**src/rtl/bcd_serial_sub.sv**
```systemverilog
// Digit-serial packed-BCD subtractor: diff = a - b - bin, one digit per clock, LSD first.
// Optional invalid-digit flag enabled by defining BCD_SUB_INVALID_CHECK_EN.
module bcd_serial_sub #(
    parameter int DIGITS = 4
) (
    input  logic                  clk,
    input  logic                  rst,
    input  logic                  start,
    input  logic [4*DIGITS-1:0]   a,
    input  logic [4*DIGITS-1:0]   b,
    input  logic                  bin,
    output logic                  busy,
    output logic                  done,
    output logic [4*DIGITS-1:0]   diff,
    output logic                  bout,
    output logic                  err,
    output logic [1:0]            dbg_state
);

    localparam int W  = 4 * DIGITS;
    localparam int CW = (DIGITS > 1) ? $clog2(DIGITS) : 1;

    // Handshake: start is sampled only in IDLE; busy covers RUN and DONE;
    // done is a one-cycle pulse in DONE, and diff/bout/err hold until the next accepted start.
    typedef enum logic [1:0] {
        IDLE = 2'd0,
        RUN  = 2'd1,
        DONE = 2'd2
    } state_t;

    state_t          state, state_nx;
    logic [W-1:0]    a_sh, b_sh, diff_r;
    logic            borrow, bout_r;
    logic [CW-1:0]   cnt;
    logic            last;
    logic [3:0]      ad, bd, digit;
    logic [4:0]      t;
    logic            neg;
    logic [W+3:0]    cat;

    assign ad    = a_sh[3:0];
    assign bd    = b_sh[3:0];
    assign t     = {1'b0, ad} - {1'b0, bd} - {4'b0000, borrow};
    assign neg   = t[4];
    assign digit = neg ? (t[3:0] + 4'd10) : t[3:0];
    // New digit enters at the MSB end; written this way so DIGITS=1 needs no special case.
    assign cat   = {digit, diff_r};
    assign last  = (cnt == CW'(DIGITS - 1));

    always_comb begin
        state_nx = state;
        busy     = 1'b0;
        done     = 1'b0;
        case (state)
            IDLE: if (start) state_nx = RUN;
            RUN: begin
                busy = 1'b1;
                if (last) state_nx = DONE;
            end
            DONE: begin
                busy     = 1'b1;
                done     = 1'b1;
                state_nx = IDLE;
            end
            default: state_nx = IDLE;
        endcase
    end

    always_ff @(posedge clk) begin
        if (rst) state <= IDLE;
        else     state <= state_nx;
    end

    always_ff @(posedge clk) begin
        if (rst) begin
            a_sh   <= '0;
            b_sh   <= '0;
            diff_r <= '0;
            borrow <= 1'b0;
            bout_r <= 1'b0;
            cnt    <= '0;
        end else if (state == IDLE && start) begin
            a_sh   <= a;
            b_sh   <= b;
            diff_r <= '0;
            borrow <= bin;
            bout_r <= 1'b0;
            cnt    <= '0;
        end else if (state == RUN) begin
            a_sh   <= a_sh >> 4;
            b_sh   <= b_sh >> 4;
            diff_r <= cat[W+3:4];
            borrow <= neg;
            cnt    <= cnt + CW'(1);
            if (last) bout_r <= neg;
        end
    end

`ifdef BCD_SUB_INVALID_CHECK_EN
    logic err_r;

    always_ff @(posedge clk) begin
        if (rst)                          err_r <= 1'b0;
        else if (state == IDLE && start)  err_r <= 1'b0;
        else if (state == RUN && (ad > 4'd9 || bd > 4'd9)) err_r <= 1'b1;
    end

    assign err = err_r;
`else
    assign err = 1'b0;
`endif

    assign diff      = diff_r;
    assign bout      = bout_r;
    assign dbg_state = state;

endmodule

```
**config.mk**
```make
export PLATFORM = sky130hd
export DESIGN_NAME = bcd_serial_sub
export DESIGN_NICKNAME = d
export VERILOG_FILES = /design/src/rtl/bcd_serial_sub.sv
export SDC_FILE = /design/constraint.sdc
export NUM_CORES = 1
export LEC_CHECK = 0
export CAP_MARGIN = 20
export CORE_ASPECT_RATIO = 1.1
export CORE_MARGIN = 2
export CORE_UTILIZATION = 49
export CTS_BUF_LIST = sky130_fd_sc_hd__clkbuf_4 sky130_fd_sc_hd__clkbuf_8
export DETAILED_ROUTE_END_ITERATION = 8
export HOLD_SLACK_MARGIN = 0.03
export PLACE_DENSITY = 0.85
export SYNTH_ARGS = -nofsm -noshare
export SYNTH_HDL_FRONTEND = slang
export SYNTH_SLANG_ARGS = --single-unit
export TNS_END_PERCENT = 20
```
**constraint.sdc**
```tcl
create_clock -name clk -period 3 [get_ports clk]
set_input_delay 0.3 -clock clk [delete_from_list [all_inputs] [get_ports clk]]
set_output_delay 0.3 -clock clk [all_outputs]
set_load 0.1 [all_outputs]
```
# == Yosys cells after proc, flatten, opt, wreduce, memory -nomap -nowiden ==
# Index checks and enable logic that the tools add are counted.
# totals
latchBits,0
mem_bits_rw,0
memories,0
in_bits,36
word_cells,35
rom_bits,0
regBits,54
# classes
add_sub_neg,4
n_reduce_logical,7
n_eq_ne,5
shift,0
n_bitwise,0
n_mux,12
order_cmp,0
n_div,0
n_mul,0
# ops
cell,count
two-way mux 16 bit,4
subtractor 4 x 4 -> 5 bit,1
subtractor 5 x 1 -> 5 bit,1
adder 4 bit (second input constant),1
equality test 2 bit (second input constant),2
two-way mux 1 bit,4
two-way mux 2 bit,2
two-way mux 4 bit,1
inequality test 2 bit (second input constant),2
one-hot mux 2 bit (2 select lines),1
AND reduction 2 bit,2
OR reduction 2 bit,2
adder 2 x 1 -> 2 bit (second input constant),1
equality test 2 x 1 -> 1 bit (second input constant),1
zero test 2 bit,1
nonzero test 2 bit,1
logical AND 1 bit,1

# == Logic depth before layout (Yosys ltp) ==
# logic_depth
word_depth,4
ltp_mapped,11
mapped_depth_nobuf,11

# == Least setup slack after synthesis ==
# OpenSTA, ideal clock, no wires.
# synth_path
path_kind,register -> register
startpoint,reg b_sh[0]
endpoint,"reg diff_r[15], in the netlist diff[15]"
path_stages_with_launch,12
t_arrival_ps,2669
setup_slack_ps,256
path_cell_list,dfxtp_1 -> inv_1 -> fa_1 -> inv_1 -> ha_1 -> or2_2 -> fa_1 -> nand2b_1 -> a21oi_2 -> xnor2_1 -> or3_1 -> a31oi_1
# synth_via
elab_chain_cells,4
# synth_lines
item,line,text
from (decl),32,"logic [W-1:0] a_sh, b_sh, diff_r;"
from (signal assigned),91,b_sh <= b_sh >> 4;
subtractor 4 x 4 -> 5 bit *,43,"assign t = {1'b0, ad} - {1'b0, bd} - {4'b0000, borrow};"
subtractor 5 x 1 -> 5 bit *,43,
adder 4 bit,45,assign digit = neg ? (t[3:0] + 4'd10) : t[3:0];
two-way mux 4 bit *,45,
to (signal assigned),92,diff_r <= cat[W+3:4];
to (decl),32,
# Mark *: on every way between the ends. The rest lies on a longest branch, timed or not.
# A chain may end at the register's enable or synchronous reset.

# == Worst setup path in the final report ==
# Same ends and word-level chain as after synthesis.

==> results.md <==
* Worst Path Max Fanout at 5
* Max_slew headroom at 35.2%
* VDD IR max at about 280 uV
* IO Pins at 58
* Hold_buf cts at 0
* # rows at 27
* Root buf cell: clkbuf_8
* Logic pwr share at 34.2%
* Final period util at a little over nine tenths
* Final setup vio count at 0
* Most used flip-flop cell after synthesis: dfxtp_1
* Reg clk slew, reported paths at 0.09 ns
* Gr ovfl total at 0
* Die X at slightly above 70 microns
* Final ANT Viol Nets at 0
* Drt wl/cell at 12.7 microns
* Fin. Hold Viols at 0
* Cell Int Power at roughly 1.3 mW
* Distinct cells, synth at 30
* Layout Nets at about 360
* Mean cell area of the mapped netlist at 9.42 sq um
* Clock buffers created by TritonCTS at 5
* Post-synth EDFFs at 0
* Clk_lat worst skew at around 0.3 ns
* Sw power at around 650 uW
* Fmax at about 350 MHz
* Leakage at 1.22 nW
* Maxcap violations at 0
* Buffers on Ports at 56
* Largest net degree at the start of global routing at 37
* Detailed Routing Iterations Pass 1 at 6
* Clk pwr share at 24.5%
* Sw frac at approximately 33%
* Post-route DRC at 0
* Reg power frac at between 40 and 50%
* Area grow syn2layout at 28.1%
* Layout cell share with drive strength beyond 1 at 8.92%
* Max-slew violation count at 0
* Most frequent cells in the layout: dfxtp_1 (53), clkdlybuf4s50_1 (50), nor2_1 (43)
* Die area at between 0.005 and 0.006 sq mm
* Ant diodes at 0
* Final clock skew at about 0.0026 ns
* Antenna violations before repair at 0
* Total power at around 2.0 mW
* Hold depth at 2
* Total wire length at between 4 and 5 mm
* Sequential-to-total area share from yosys stat at between 40 and 50%
* #FFs+latches synth at 54
* First-pass GRT wire length at around 8.0 mm
* CTS tree: yes
* Cells after synthesis at 265
* CTS Sinks at 54
* Die H at 78.9 microns
* Arrival @ worst endpoint at 3.12 ns
* PD cells at 625 mW/mm^2
* Worst Tran Pin Value at around 0.97 ns
* Vias at a little under 2000
* CP required at roughly 3.2 ns
* R2r worst-path depth at 11
* HP Class: flop to flop
* Mapped Nets at 315
* Iteration-0 DRC Markers at 70
* YS warnings at 0
* Crit. End Element: flop
* CTS max path bufs at 2
* Worst hold margin at about 0.49 ns
* Total track usage at between 10% and 20%
* Ys async rst share at 0%
* Hpwl dp at approximately 3.4 mm
* Setup CP Type: flop to flop
* Period minus WS final at between 2 and 3 ns
* Starting Density at roughly 50%
* Synthesized area at roughly 0.0025 sq mm
* Vias per inst at 5.27
* Status: complete, no violations
* # H-tree levels at 2
* Core area at approximately 0.0050 sq mm
* Gpl congestion at slightly below 0.8
* Vias in the first global route at 1771
* Startpoint Class: flop
* Most common cell after layout, fill and taps aside: dfxtp_1
## critical path, stage by stage (launching register included)
cell	delay, ns
dfxtp_2	0.33
inv_1	0.05
fa_1	0.52
inv_1	0.05
ha_1	0.18
or2_2	0.28
fa_1	0.39
nand2b_1	0.17
a21oi_2	0.19
xnor2_2	0.14
or3_1	0.36
a31oi_1	0.15
## timing repair
| action | in CTS | in global routing |
|---|---|---|
| endpoints found under the setup margin | 0 | 2 |
| resized for setup | 0 | 2 |
| buffers inserted | 0 | 2 |
## cell type report
type / count / area, sq um
Clock buffer: 7 / 83.8
Tap cell: 58 / 72.6
Fill cell: 423 / 1770
Multi-Input combinational cell: 179 / 1300
Timing Repair Buffer: 62 / 591
Inverter: 11 / 41.3
Clock inverter: 1 / 30.0
Sequential cell: 54 / 1080
## state kept, by name, summed over array words and instances, names as in the netlist
name / count
b_sh: 16
a_sh: 16
bout: 1
diff: 16
borrow: 1
cnt: 2
dbg_state: 2
## final timing paths
path / startpoint / end / slack [ns]
max: b_sh[0]$_SDFFE_PP0P_ / diff[15]$_SDFFE_PP0P_ / 0.12
min: b_sh[13]$_SDFFE_PP0P_ / b_sh[13]$_SDFFE_PP0P_ / 0.49
max reg2reg: b_sh[0]$_SDFFE_PP0P_ / diff[15]$_SDFFE_PP0P_ / 0.12
min reg2reg: b_sh[13]$_SDFFE_PP0P_ / b_sh[13]$_SDFFE_PP0P_ / 0.49
## synthesized netlist by cell type, types with 2 or more instances
| cell | count | area [sq um] |
|---|---|---|
| mux2i_1 | 38 | 380 |
| nor2_1 | 43 | 161 |
| fa_1 | 2 | 40.0 |
| ha_1 | 12 | 150 |
| a211oi_1 | 25 | 188 |
| dfxtp_1 | 54 | 1080 |
| clkbuf_1 | 10 | 37.5 |
| inv_1 | 11 | 41.3 |
| nor3b_1 | 2 | 15.0 |
| nand3b_1 | 9 | 67.6 |
| nand2_1 | 10 | 37.5 |
| a21oi_1 | 12 | 60.1 |
| nand2b_1 | 3 | 18.8 |
| o21ai_0 | 5 | 25.0 |
| buf_2 | 6 | 30.0 |
| buf_1 | 4 | 15.0 |
| xor2_1 | 3 | 26.3 |
| xnor2_1 | 4 | 35.0 |
## metrics by stage
| stage | std cells | util [%] | setup slack, ns | setup TNS [ns] | cell area [sq um] |
|---|---|---|---|---|---|
| final | 372 | 64.4 | 0.119 | 0 | 3200 |
| after global routing | 372 | 64.4 | -0.0116 | -0.0116 | 3200 |
| after CTS | 370 | 63.9 | 0.0771 | 0 | 3170 |
| after detailed placement | 362 | 61.6 | 0.0846 | 0 | 3060 |
| after global placement | 362 | 61.6 | 0.182 | 0 | 3060 |
| after floorplan | 265 | - | 0.256 | 0 | 2500 |
## layer usage
layer | part of all wire (%) | track usage [%] | vias up
met5 | 0 | 0 | -
met4 | 1.6 | 6.60 | 0
met3 | 4.6 | 3.93 | 8
met2 | 49 | 28.3 | 56
met1 | 45 | 22.9 | 892
li1 | - | - | 1004
## kinds of logic after synthesis
kind of cell	synth area share [%]
flops	43.3
buf+inv	5.26
fa+ha+maj	7.62
simple gates	13.0
xor+xnor	2.46
mux	15.2
compound gates	12.9
other cells	0.150
## power by group through the flow
stage / logic [mW] / registers, mW / clock network [mW]
global placement: 0.633 / 0.839 / 0
detailed placement: 0.651 / 0.844 / 0
finish: 0.684 / 0.826 / 0.489
global route: 0.744 / 0.836 / 0.526
CTS: 0.655 / 0.827 / 0.500
floorplan: 0.432 / 0.915 / 0
(Power assumes the default switching activity.)
